--- config.mk ---
export PLATFORM = sky130hd
export DESIGN_NAME = npu_mac
export DESIGN_NICKNAME = d
export VERILOG_FILES = /design/src/rtl/npu_mac.sv
export SDC_FILE = /design/constraint.sdc
export NUM_CORES = 1
export LEC_CHECK = 0
export CAP_MARGIN = 10
export CORE_AREA = 5 5 107 109
export DETAILED_ROUTE_END_ITERATION = 8
export DIE_AREA = 0 0 112 114
export PLACE_DENSITY = 0.63
export REMOVE_ABC_BUFFERS = 1
export SLEW_MARGIN = 25
export SYNTH_ARGS = -nofsm -noshare
export SYNTH_HDL_FRONTEND = slang
export SYNTH_SLANG_ARGS = --single-unit
--- constraint.sdc ---
create_clock -name CLKEXT -period 5.1 [get_ports CLKEXT]
set_input_delay 1.02 -clock CLKEXT [delete_from_list [all_inputs] [get_ports CLKEXT]]
set_output_delay 1.02 -clock CLKEXT [all_outputs]
set_load 0.02 [all_outputs]
--- src/rtl/npu_mac.sv ---
// rtl/npu_mac.sv - Single-lane multiply-accumulate with bias add, saturation and sticky overflow.
module npu_mac #(
    parameter int DATA_W      = 8,
    parameter int ACC_W       = 16,
    parameter bit SIGNED_MODE = 1'b0,
    parameter bit SATURATE    = 1'b1
) (
    input  logic              CLKEXT,
    input  logic              RST_MAC,
    input  logic              EN_MAC,
    input  logic              CLR_MAC,
    input  logic [DATA_W-1:0] a,
    input  logic [DATA_W-1:0] b,
    input  logic [DATA_W-1:0] BIAS_IN,
    output logic [ACC_W-1:0]  result,
    output logic              OVF
);

    localparam int PW = 2 * DATA_W;
    localparam int SW = ACC_W + 1;

    logic [ACC_W-1:0] r_acc;
    logic             r_ovf;
    logic [PW-1:0]    w_prod;
    logic [ACC_W-1:0] w_prod_ext;
    logic [ACC_W-1:0] w_bias_ext;
    logic [ACC_W:0]   w_acc_sum;
    logic [ACC_W:0]   w_out_sum;

    // Returns {overflow, clamped-or-wrapped sum}; the extra bit makes the true sign/carry visible.
    function automatic logic [ACC_W:0] sat_add(input logic [ACC_W-1:0] x, input logic [ACC_W-1:0] y);
        logic [ACC_W:0]   s;
        logic [ACC_W-1:0] lim;
        logic             ovf;
        if (SIGNED_MODE) begin
            s   = SW'($signed(x)) + SW'($signed(y));
            ovf = s[ACC_W] ^ s[ACC_W-1];
            lim = s[ACC_W] ? {1'b1, {(ACC_W-1){1'b0}}} : {1'b0, {(ACC_W-1){1'b1}}};
        end else begin
            s   = {1'b0, x} + {1'b0, y};
            ovf = s[ACC_W];
            lim = '1;
        end
        return {ovf, (ovf && SATURATE) ? lim : s[ACC_W-1:0]};
    endfunction

    always_comb begin
        w_prod     = '0;
        w_prod_ext = '0;
        w_bias_ext = '0;
        if (SIGNED_MODE) begin
            w_prod     = PW'($signed(a)) * PW'($signed(b));
            w_prod_ext = ACC_W'($signed(w_prod));
            w_bias_ext = ACC_W'($signed(BIAS_IN));
        end else begin
            w_prod     = PW'(a) * PW'(b);
            w_prod_ext = ACC_W'(w_prod);
            w_bias_ext = ACC_W'(BIAS_IN);
        end
    end

    assign w_acc_sum = sat_add(r_acc, w_prod_ext);
    assign w_out_sum = sat_add(r_acc, w_bias_ext);

    always_ff @(posedge CLKEXT or negedge RST_MAC) begin
        if (!RST_MAC) begin
            r_acc <= '0;
            r_ovf <= 1'b0;
        end else if (CLR_MAC) begin
            r_acc <= '0;
            r_ovf <= 1'b0;
        end else if (EN_MAC) begin
            r_acc <= w_acc_sum[ACC_W-1:0];
            if (w_acc_sum[ACC_W]) begin
                r_ovf <= 1'b1;
            end
        end
    end

    assign result = w_out_sum[ACC_W-1:0];
    assign OVF    = r_ovf | w_out_sum[ACC_W];

endmodule

==> results of run 1 <==
## metal layers
layer / track usage (%) / share of wire (%) / up-vias
met5: 0 / 0 / -
met2: 27.1 / 53 / 52
met1: 18.3 / 43 / 1639
met4: 1.60 / 0.81 / 0
met3: 1.70 / 2.6 / 7
li1: - / - / 1633
## synthesized netlist by cell type, types with 8 or more instances
| cell | count |
|---|---|
| dfrtp_1 | 17 |
| nand2_1 | 49 |
| inv_1 | 107 |
| nor2_1 | 28 |
| o21ai_0 | 8 |
| and2_1 | 35 |
| ha_1 | 44 |
| a311oi_1 | 16 |
| fa_1 | 52 |
| a21oi_1 | 15 |
| xor2_1 | 12 |
## logic make-up after synthesis
group                    after synthesis
flip-flops                            17
XOR/XNOR                              15
multiplexers                           4
adder cells (fa/ha/maj)               96
buffers and inverters                117
AO/OA/AOI/OAI                         66
AND/OR/NAND/NOR                      144
## stage by stage
| step | hold slack (ns) | TNS [ns] | cell area (sq um) |
|---|---|---|---|
| 5_1_grt | 0.564 | -0.0116 | 5070 |
| 3_3_place_gp | 0.503 | -10.94 | 4760 |
| 4_1_cts | 0.532 | 0 | 4950 |
| 3_5_place_dp | 0.521 | -11.28 | 4760 |
| 2_1_floorplan | 0.481 | 0 | 3810 |
| 6_report | 0.530 | 0 | 5070 |
## state kept, by name (all words and copies together), names as in the netlist
signal	count
r_acc	16
r_ovf	1
## worst register-to-register path, delay by kind of cell (launching register included)
kind | cells | cell delay [ns]
AOI/OAI and AO/OA | 2 | 0.34
adders and majority gates | 5 | 2.34
DFF | 1 | 0.41
buffers and inverters | 4 | 0.26
and+or+nand+nor | 4 | 0.83
## cell type report
type	count	area, sq um	share of cell area, %
flip-flops and latches	17	425	8.39
repair buffers	96	813	16.0
clock buffers	3	41.3	0.814
clock inverters	1	5.00	0.0987
multi-input cells	326	3210	63.3
inverters	107	402	7.92
well taps	140	175	3.46
## power groups by stage
stage                     sequential (W)  combinational [W]  clock (W)
final                           0.000243            0.00279   0.000101
after global routing            0.000251            0.00310   0.000109
after CTS                       0.000245            0.00253   0.000103
after detailed placement        0.000247            0.00228          0
after global placement          0.000246            0.00225          0
after floorplan                 0.000219            0.00151          0
## worst max-delay path by stage
| stage | cells past startpoint | start | endpoint | slack (ns) |
|---|---|---|---|---|
| finish | 16 | b[5] | r_acc[2]$_DFFE_PN0P_ | 0.15 |
| global route | 16 | a[3] | r_acc[15]$_DFFE_PN0P_ | -0.007 |
| CTS | 16 | b[5] | r_acc[9]$_DFFE_PN0P_ | 0.0004 |
| detailed placement | 18 | a[4] | r_acc[2]$_DFFE_PN0P_ | -0.69 |
| global placement | 18 | a[4] | r_acc[7]$_DFFE_PN0P_ | -0.65 |
| floorplan | 15 | b[5] | r_acc[15]$_DFFE_PN0P_ | 0.11 |
## timing repair
action                                  4_1_cts  5_1_grt
resized for setup                            54       58
pin swaps                                    17       35
endpoints found under the setup margin       17       30
buffers inserted                              4        4
cloned                                        1        0
==> results.ini, run 1 <==
[route]
via_count = 3331
vias_per_cell = 4.83
wirelength_microns = 9220
firstDrtPassIters = 4
drt_iter0_drc = 113
routedWlPerCell_microns = 13.4
ant_nets = 0
drc = 0

[place]
pre_cts_slack_ns = -0.691
dpl.hpwl_microns = 7600
port_buffers = 44
place_inst = 677
gp_congestion = 0.836

[synth]
synthCells = 459
synth_edf_count = 0
synth.avg_cell_area_sq_um = 8.41
ys_async_sr_fraction_pct = 100
yosysWarningCount = 0
synth_top_area_share_pct = 27.0
yosys-top-cells-area = fa_1 (27%), ha_1 (14%), dfrtp_1 (11%)
synth_cell_types = 48
yosysSeqAreaShare_pct = 11.0
synthAdderAreaFrac_pct = 41.2
synth_compound_area_share_pct = 12.2
synth_largest_area_cell = fa_1
synth-seq-cells = 17
ys.flop_type = dfrtp_1
synthMuxAreaShare_pct = 1.17
synthXorXnorAreaFrac_pct = 3.40
synth-simple-area-share_pct = 19.2
synth_top_family_by_area = adder cells
syn_area_sq_um = 3860

[worst_setup_path]
path_class = primary input to flip-flop
start_kind = primary input
cp.arrival_ns = 5.04
regToRegStartpoint = r_acc[6]$_DFFE_PN0P_
cp_max_fo = 8
slowest_stage = fa_2
r2r_cells = 15
regToRegSetupSlack_ns = 0.75
critPathCaptureType = flip-flop
critPathRequiredTime_ns = 5.19
reg2reg_to = r_acc[2]$_DFFE_PN0P_
path_cells = clkbuf_2 -> buf_6 -> and2_1 -> fa_2 -> fa_2 -> fa_1 -> inv_1 -> fa_1 -> inv_1 -> ha_4 -> and4_4 -> a21boi_4 -> nor2_4 -> or3b_4 -> nand3_4 -> a311oi_2
max_stage_delay_ns = 0.55
cp_num_buf_inv = 4
path_delay_family = adder cells

[clock_network]
cts_buffer_depth = 2
h-tree-depth = 1
cts.reportedPaths.clkPinSlew_ns = 0.07
postCtsHoldBufs = 0
clock_latency_ns = 0.25
cts-root-buf = clkbuf_8
cts_sinks = 17
cts_made_buffers = 3
tritoncts = done

[floorplan]
die_w_microns = 112
num_rows = 38
core-area_sq_um = 10500
start_util_pct = 36.7
dieArea_sq_um = 12800
fp.dieH_microns = 114
pin_count = 45

[timing]
fin_skew_ns = 0.00316
slew_headroom_pct = 41.6
min_period_over_period_pct = 97.0
max_freq_mhz = 202
tightest_slew_ns = 0.874
setup_viol = 0
layout_min_cycle_time_ns = 4.95
slew_viol_final = 0
layout_setup_ws_ns = 0.155
finalHoldViolCount = 0

[global_route]
grt_antenna_before_repair = 0
grt_pass1_wl_microns = 15400
grt-ovfl-total = 0
grt_pass1_vias = 3395
grt_max_degree = 34
grt.total_usage_pct = 14.4

[power]
p_seq_share_pct = 7.7
switching_share_pct = 48.0
intPower_w = 0.00163
pwr-share-comb_pct = 89.0
clkPwrFrac_pct = 3.2
p_leak_nw = 2.67
vdd_drop_max_uv = 349
p_switching_w = 0.00150
power_w = 0.00313
power_density_nw_per_um2 = 618

[final_layout]
final_nets = 675
syn2layout_area_growth_pct = 31.4
n_antenna_cell = 0
n_fill_cell = 1009
mostFrequentLayoutCells = inv_1 (106), nand2_1 (48), buf_4 (48)
drive_gt1_share_pct = 22.0
finalNonFillerCells = 690
final_common_cell = inv_1
fin_util_pct = 48.2

[worst_hold_path]
hp-class = flip-flop to flip-flop
min_from = r_ovf$_DFFE_PN0P_
whs_path_depth = 2
whs_endpoint = r_ovf$_DFFE_PN0P_

[flow_run]
cap_violations = 0

[run_status]
status = finished clean

(Power assumes the default switching activity.)
==> run 2, diff against run 1 <==
- CORE_AREA: 5 5 107 109 -> 5 5 116 118
- DIE_AREA: 0 0 112 114 -> 0 0 121 123
- PLACE_DENSITY: 0.63 -> 0.56
==> run 2 against run 1 <==
Against the previous run: sequential power hardly changed; combinational power is 6% lower; flip-flop and latch count stayed put; critical path type unchanged.
==> results.ini, run 2 (synthesis results as in run 1) <==
[floorplan]
start_util_pct = 31.2
die_w_microns = 121
num_rows = 41
pin_count = 45
core-area_sq_um = 12400
dieArea_sq_um = 14900
fp.dieH_microns = 123

[place]
postPlaceCellArea_sq_um = 4810
pre_cts_slack_ns = -0.699
dpl.hpwl_microns = 7850
place_inst = 710
port_buffers = 44
gp_congestion = 0.806

[route]
firstDrtPassIters = 4
routedWlPerCell_microns = 13.0
drc = 0
vias_per_cell = 4.62
via_count = 3319
drt_iter0_drc = 110
ant_nets = 0
wirelength_microns = 9370

[final_layout]
n_antenna_cell = 0
final_cell_area_sq_um = 5100
regMostFlops = r_acc
final_common_cell = inv_1
syn2layout_area_growth_pct = 32.3
finalNonFillerCells = 718
reg.largest.list = r_acc: 16 flops, r_ovf: 1 flops
mostFrequentLayoutCells = inv_1 (106), fa_1 (48), buf_4 (48)
drive_gt1_share_pct = 21.4
n_fill_cell = 1255
final_nets = 671
largest_reg_flops = 16

[clock_network]
tritoncts = done
cts.reportedPaths.clkPinSlew_ns = 0.05
cts_made_buffers = 3
cts_buffer_depth = 2
h-tree-depth = 1
clock_latency_ns = 0.25
cts-root-buf = clkbuf_16
cts_sinks = 17

[worst_setup_path]
path_delay_family = adder cells
path_class = primary input to flip-flop
path_cells = clkdlybuf4s15_1 -> buf_4 -> and2_1 -> fa_2 -> fa_1 -> ha_1 -> inv_1 -> fa_1 -> inv_1 -> ha_1 -> nor2b_1 -> o31a_1 -> or2_2 -> o21ai_0 -> nand2b_1 -> xnor2_1 -> a311oi_1
critPathRequiredTime_ns = 5.24
cp_max_fo = 7
cp.arrival_ns = 5.08
start_kind = primary input
max_stage_delay_ns = 0.54
critPathCaptureType = flip-flop
slowest_stage = fa_1
cp_num_buf_inv = 4

[power]
p_leak_nw = 2.68
vdd_drop_max_uv = 262
power_density_nw_per_um2 = 590
power_w = 0.00301

[timing]
slew_headroom_pct = 43.9
setup_viol = 0
slew_viol_final = 0
layout_min_cycle_time_ns = 4.94
max_freq_mhz = 202
layout_setup_ws_ns = 0.157
finalHoldViolCount = 0
fin_skew_ns = 0.00347
tightest_slew_ns = 0.838
min_period_over_period_pct = 96.9

[global_route]
grt_pass1_vias = 3420
grt_max_degree = 34
grt_pass1_wl_microns = 15900
grt_antenna_before_repair = 0
grt.total_usage_pct = 13.0
grt-ovfl-total = 0

[flow_run]
cap_violations = 0

[run_status]
status = finished clean

[worst_hold_path]
hp-class = flip-flop to flip-flop

## run 2: final timing paths
kind,slack (ns),from,to,cells after the start
setup / recovery,0.16,a[0],r_acc[11]$_DFFE_PN0P_,17
hold / removal,0.52,r_ovf$_DFFE_PN0P_,r_ovf$_DFFE_PN0P_,2
setup reg to reg,0.77,r_acc[6]$_DFFE_PN0P_,r_acc[1]$_DFFE_PN0P_,16
hold reg to reg,0.52,r_ovf$_DFFE_PN0P_,r_ovf$_DFFE_PN0P_,2
max in group asynchronous,3.34,RST_MAC,r_ovf$_DFFE_PN0P_,1
min in group asynchronous,1.24,RST_MAC,r_acc[2]$_DFFE_PN0P_,1
## run 2: power breakdown
part / internal [W] / switching, W
Combinational: 0.00129 / 0.00132
Clock: 0.000105 / 0.0000542
Sequential: 0.000179 / 0.0000659
## run 2: tightest hold or removal path: cells and delay by family, from the launching register on
family	cells	cell delay [ns]
flip-flops	1	0.35
buffers and inverters	1	0.06
AO/OA/AOI/OAI	1	0.06
## run 2: area by class of cell
type	instances	area [sq um]	area share, %
clock buffers	3	75.1	1.47
clock inverters	1	5.00	0.0981
inverters	107	402	7.87
multi-input cells	326	3200	62.7
flip-flops and latches	17	425	8.34
well taps	172	215	4.22
repair buffers	92	779	15.3
## run 2: metal layers
layer  vias to the layer above  global-route usage (%)  part of all wire [%]
li1                       1625                       -                     -
met1                      1647                    16.7                    43
met2                        39                    23.6                    53
met3                         8                    2.29                   2.8
met4                         0                    1.42                  0.75
met5                         -                       0                     0
## run 2: stage by stage
step	utilization (%)	setup TNS [ns]	hold WS [ns]
after floorplan	-	0	0.481
after global placement	38.9	-9.83	0.504
after detailed placement	38.9	-11.28	0.518
after CTS	40.7	0	0.528
after global routing	41.3	-0.000953	0.568
final	41.3	0	0.521
## run 2: timing repair
item                       in CTS  in global routing
pin swaps                      15                 28
resized for setup              53                 61
setup endpoints to repair      17                 31
gates cloned                    1                  0
buffers inserted                3                  0
hold buffers                    0                  0
==> run 3, diff against run 2 <==
- SLEW_MARGIN: 25 -> not set
==> run 3 against run 2 <==
Against the previous run: maximum frequency increased by 0.48%; routed wire length decreased by 1.1%; largest power group unchanged; global-route usage unchanged; critical path type unchanged; largest cell class unchanged.
==> results.ini, run 3 (synthesis results as in run 1) <==
[floorplan]
die_w_microns = 121
pin_count = 45
num_rows = 41
fp.dieH_microns = 123
core-area_sq_um = 12400
start_util_pct = 31.2
dieArea_sq_um = 14900

[worst_setup_path]
cp_max_fo = 8
path_class = primary input to flip-flop
crit_top_cell = fa_1
critPathRequiredTime_ns = 5.17
critPathCaptureType = flip-flop
reg2reg_to = r_acc[1]$_DFFE_PN0P_
start_kind = primary input
cp.arrival_ns = 4.99
regToRegStartpoint = r_acc[6]$_DFFE_PN0P_
r2r_cells = 16
regToRegSetupSlack_ns = 0.77
max_stage_delay_ns = 0.57
path_cells = buf_2 -> buf_6 -> and2_4 -> fa_2 -> fa_1 -> fa_1 -> inv_2 -> fa_1 -> inv_1 -> ha_4 -> and4_4 -> a21oi_1 -> o21ai_1 -> nor2_2 -> or3b_4 -> nand3_4 -> a311oi_2
cp_num_buf_inv = 4
slowest_stage = fa_2
path_delay_family = adder cells

[final_layout]
syn2layout_area_growth_pct = 31.7
reg.largest.list = r_acc: 16 flops, r_ovf: 1 flops
final_common_cell = inv_1
n_antenna_cell = 0
mostFrequentLayoutCells = inv_1 (106), fa_1 (47), nand2_1 (46), buf_4 (46), ha_1 (37)
drive_gt1_share_pct = 20.7
final_cell_area_sq_um = 5080
regMostFlops = r_acc
largest_reg_flops = 16
final_nets = 671
finalNonFillerCells = 718

[route]
ant_nets = 0
firstDrtPassIters = 4
via_count = 3295
drc = 0
routedWlPerCell_microns = 12.9
vias_per_cell = 4.59
drt_iter0_drc = 120
wirelength_microns = 9260

[power]
p_leak_nw = 2.67
vdd_drop_max_uv = 263
power_density_nw_per_um2 = 585
power_w = 0.00297

[timing]
min_period_over_period_pct = 96.5
fin_skew_ns = 0.00368
slew_headroom_pct = 21.3
layout_min_cycle_time_ns = 4.92
max_freq_mhz = 203
finalHoldViolCount = 0
slew_viol_final = 0
setup_viol = 0
tightest_slew_ns = 1.18

[flow_run]
cap_violations = 0

[worst_hold_path]
hp-class = flip-flop to flip-flop
whs_path_depth = 2
whs_endpoint = r_ovf$_DFFE_PN0P_
min_from = r_ovf$_DFFE_PN0P_

[place]
dpl.hpwl_microns = 7850
place_inst = 710
gp_congestion = 0.806
postPlaceCellArea_sq_um = 4810
port_buffers = 44

[clock_network]
tritoncts = done
cts_made_buffers = 3
cts_sinks = 17
clock_latency_ns = 0.25
cts_buffer_depth = 2
cts.reportedPaths.clkPinSlew_ns = 0.05
h-tree-depth = 1
postCtsHoldBufs = 0
cts-root-buf = clkbuf_16

[global_route]
grt_util_met1_pct = 16.7
top_usage_layer = met2
grt_pass1_wl_microns = 15900
grt_antenna_before_repair = 0
grt_pass1_vias = 3420
grt-ovfl-total = 0
grt_max_degree = 34
grt.total_usage_pct = 13.0
globalRouteMet2Util_pct = 23.6
use_met3_pct = 2.29

[run_status]
status = finished clean

-- run 3: changes by cell type in the layout (fill, tap and decap cells not counted), sizes merged --
cell and delta:
clkdlybuf4s50 +1, clkbuf +1, clkdlybuf4s15 -1, buf -1
-- run 3: worst min-delay path: stages (launching register included) --
cell and delay, ns:
dfrtp_1 0.32, inv_1 0.05, a21oi_1 0.11
-- run 3: worst max-delay path by stage --
stage          start                     to  slack, ns  cells after the start
2_1_floorplan   b[5]  r_acc[15]$_DFFE_PN0P_       0.11                     15
3_3_place_gp    a[4]  r_acc[13]$_DFFE_PN0P_      -0.60                     16
3_5_place_dp    a[4]  r_acc[13]$_DFFE_PN0P_      -0.70                     18
4_1_cts         b[4]  r_acc[14]$_DFFE_PN0P_     0.0001                     17
5_1_grt         b[7]   r_acc[4]$_DFFE_PN0P_    -0.0006                     17
6_report        b[5]   r_acc[1]$_DFFE_PN0P_       0.18                     17
-- run 3: stage by stage --
step / util [%] / hold slack (ns) / worst slack (ns) / setup TNS (ns)
floorplan: - / 0.481 / 0.107 / 0
global placement: 38.9 / 0.504 / -0.603 / -9.83
detailed placement: 38.9 / 0.518 / -0.699 / -11.28
CTS: 40.7 / 0.528 / 0.000111 / 0
global route: 41.1 / 0.568 / -0.000557 / -0.000557
finish: 41.1 / 0.516 / 0.180 / 0
-- run 3: final cells by class --
class,count,area (sq um)
sequential,17,425
tap,172,215
multi-input combinational,326,3170
fill,1256,7280
clock inverter,1,5.00
inverter,107,402
clock buffer,3,75.1
timing repair buffer,92,787
-- run 3: layer usage --
metal	routed length, microns	vias up
li1	-	1630
met3	294	8
met5	0	-
met1	3970	1626
met4	72	0
met2	4920	31
-- run 3: what timing repair did --
| item | 4_1_cts | 5_1_grt |
|---|---|---|
| gates cloned | 1 | 0 |
| pin swaps | 15 | 25 |
| setup endpoints to repair | 17 | 31 |
| buffers inserted | 3 | 0 |
| gates resized for setup | 53 | 60 |
-- run 3: where the power goes --
| group | internal, W | total [W] | switching (W) |
|---|---|---|---|
| registers | 0.000179 | 0.000244 | 0.0000655 |
| clock network | 0.000105 | 0.000159 | 0.0000537 |
| logic | 0.00127 | 0.00257 | 0.00130 |
| total | 0.00156 | 0.00297 | 0.00142 |
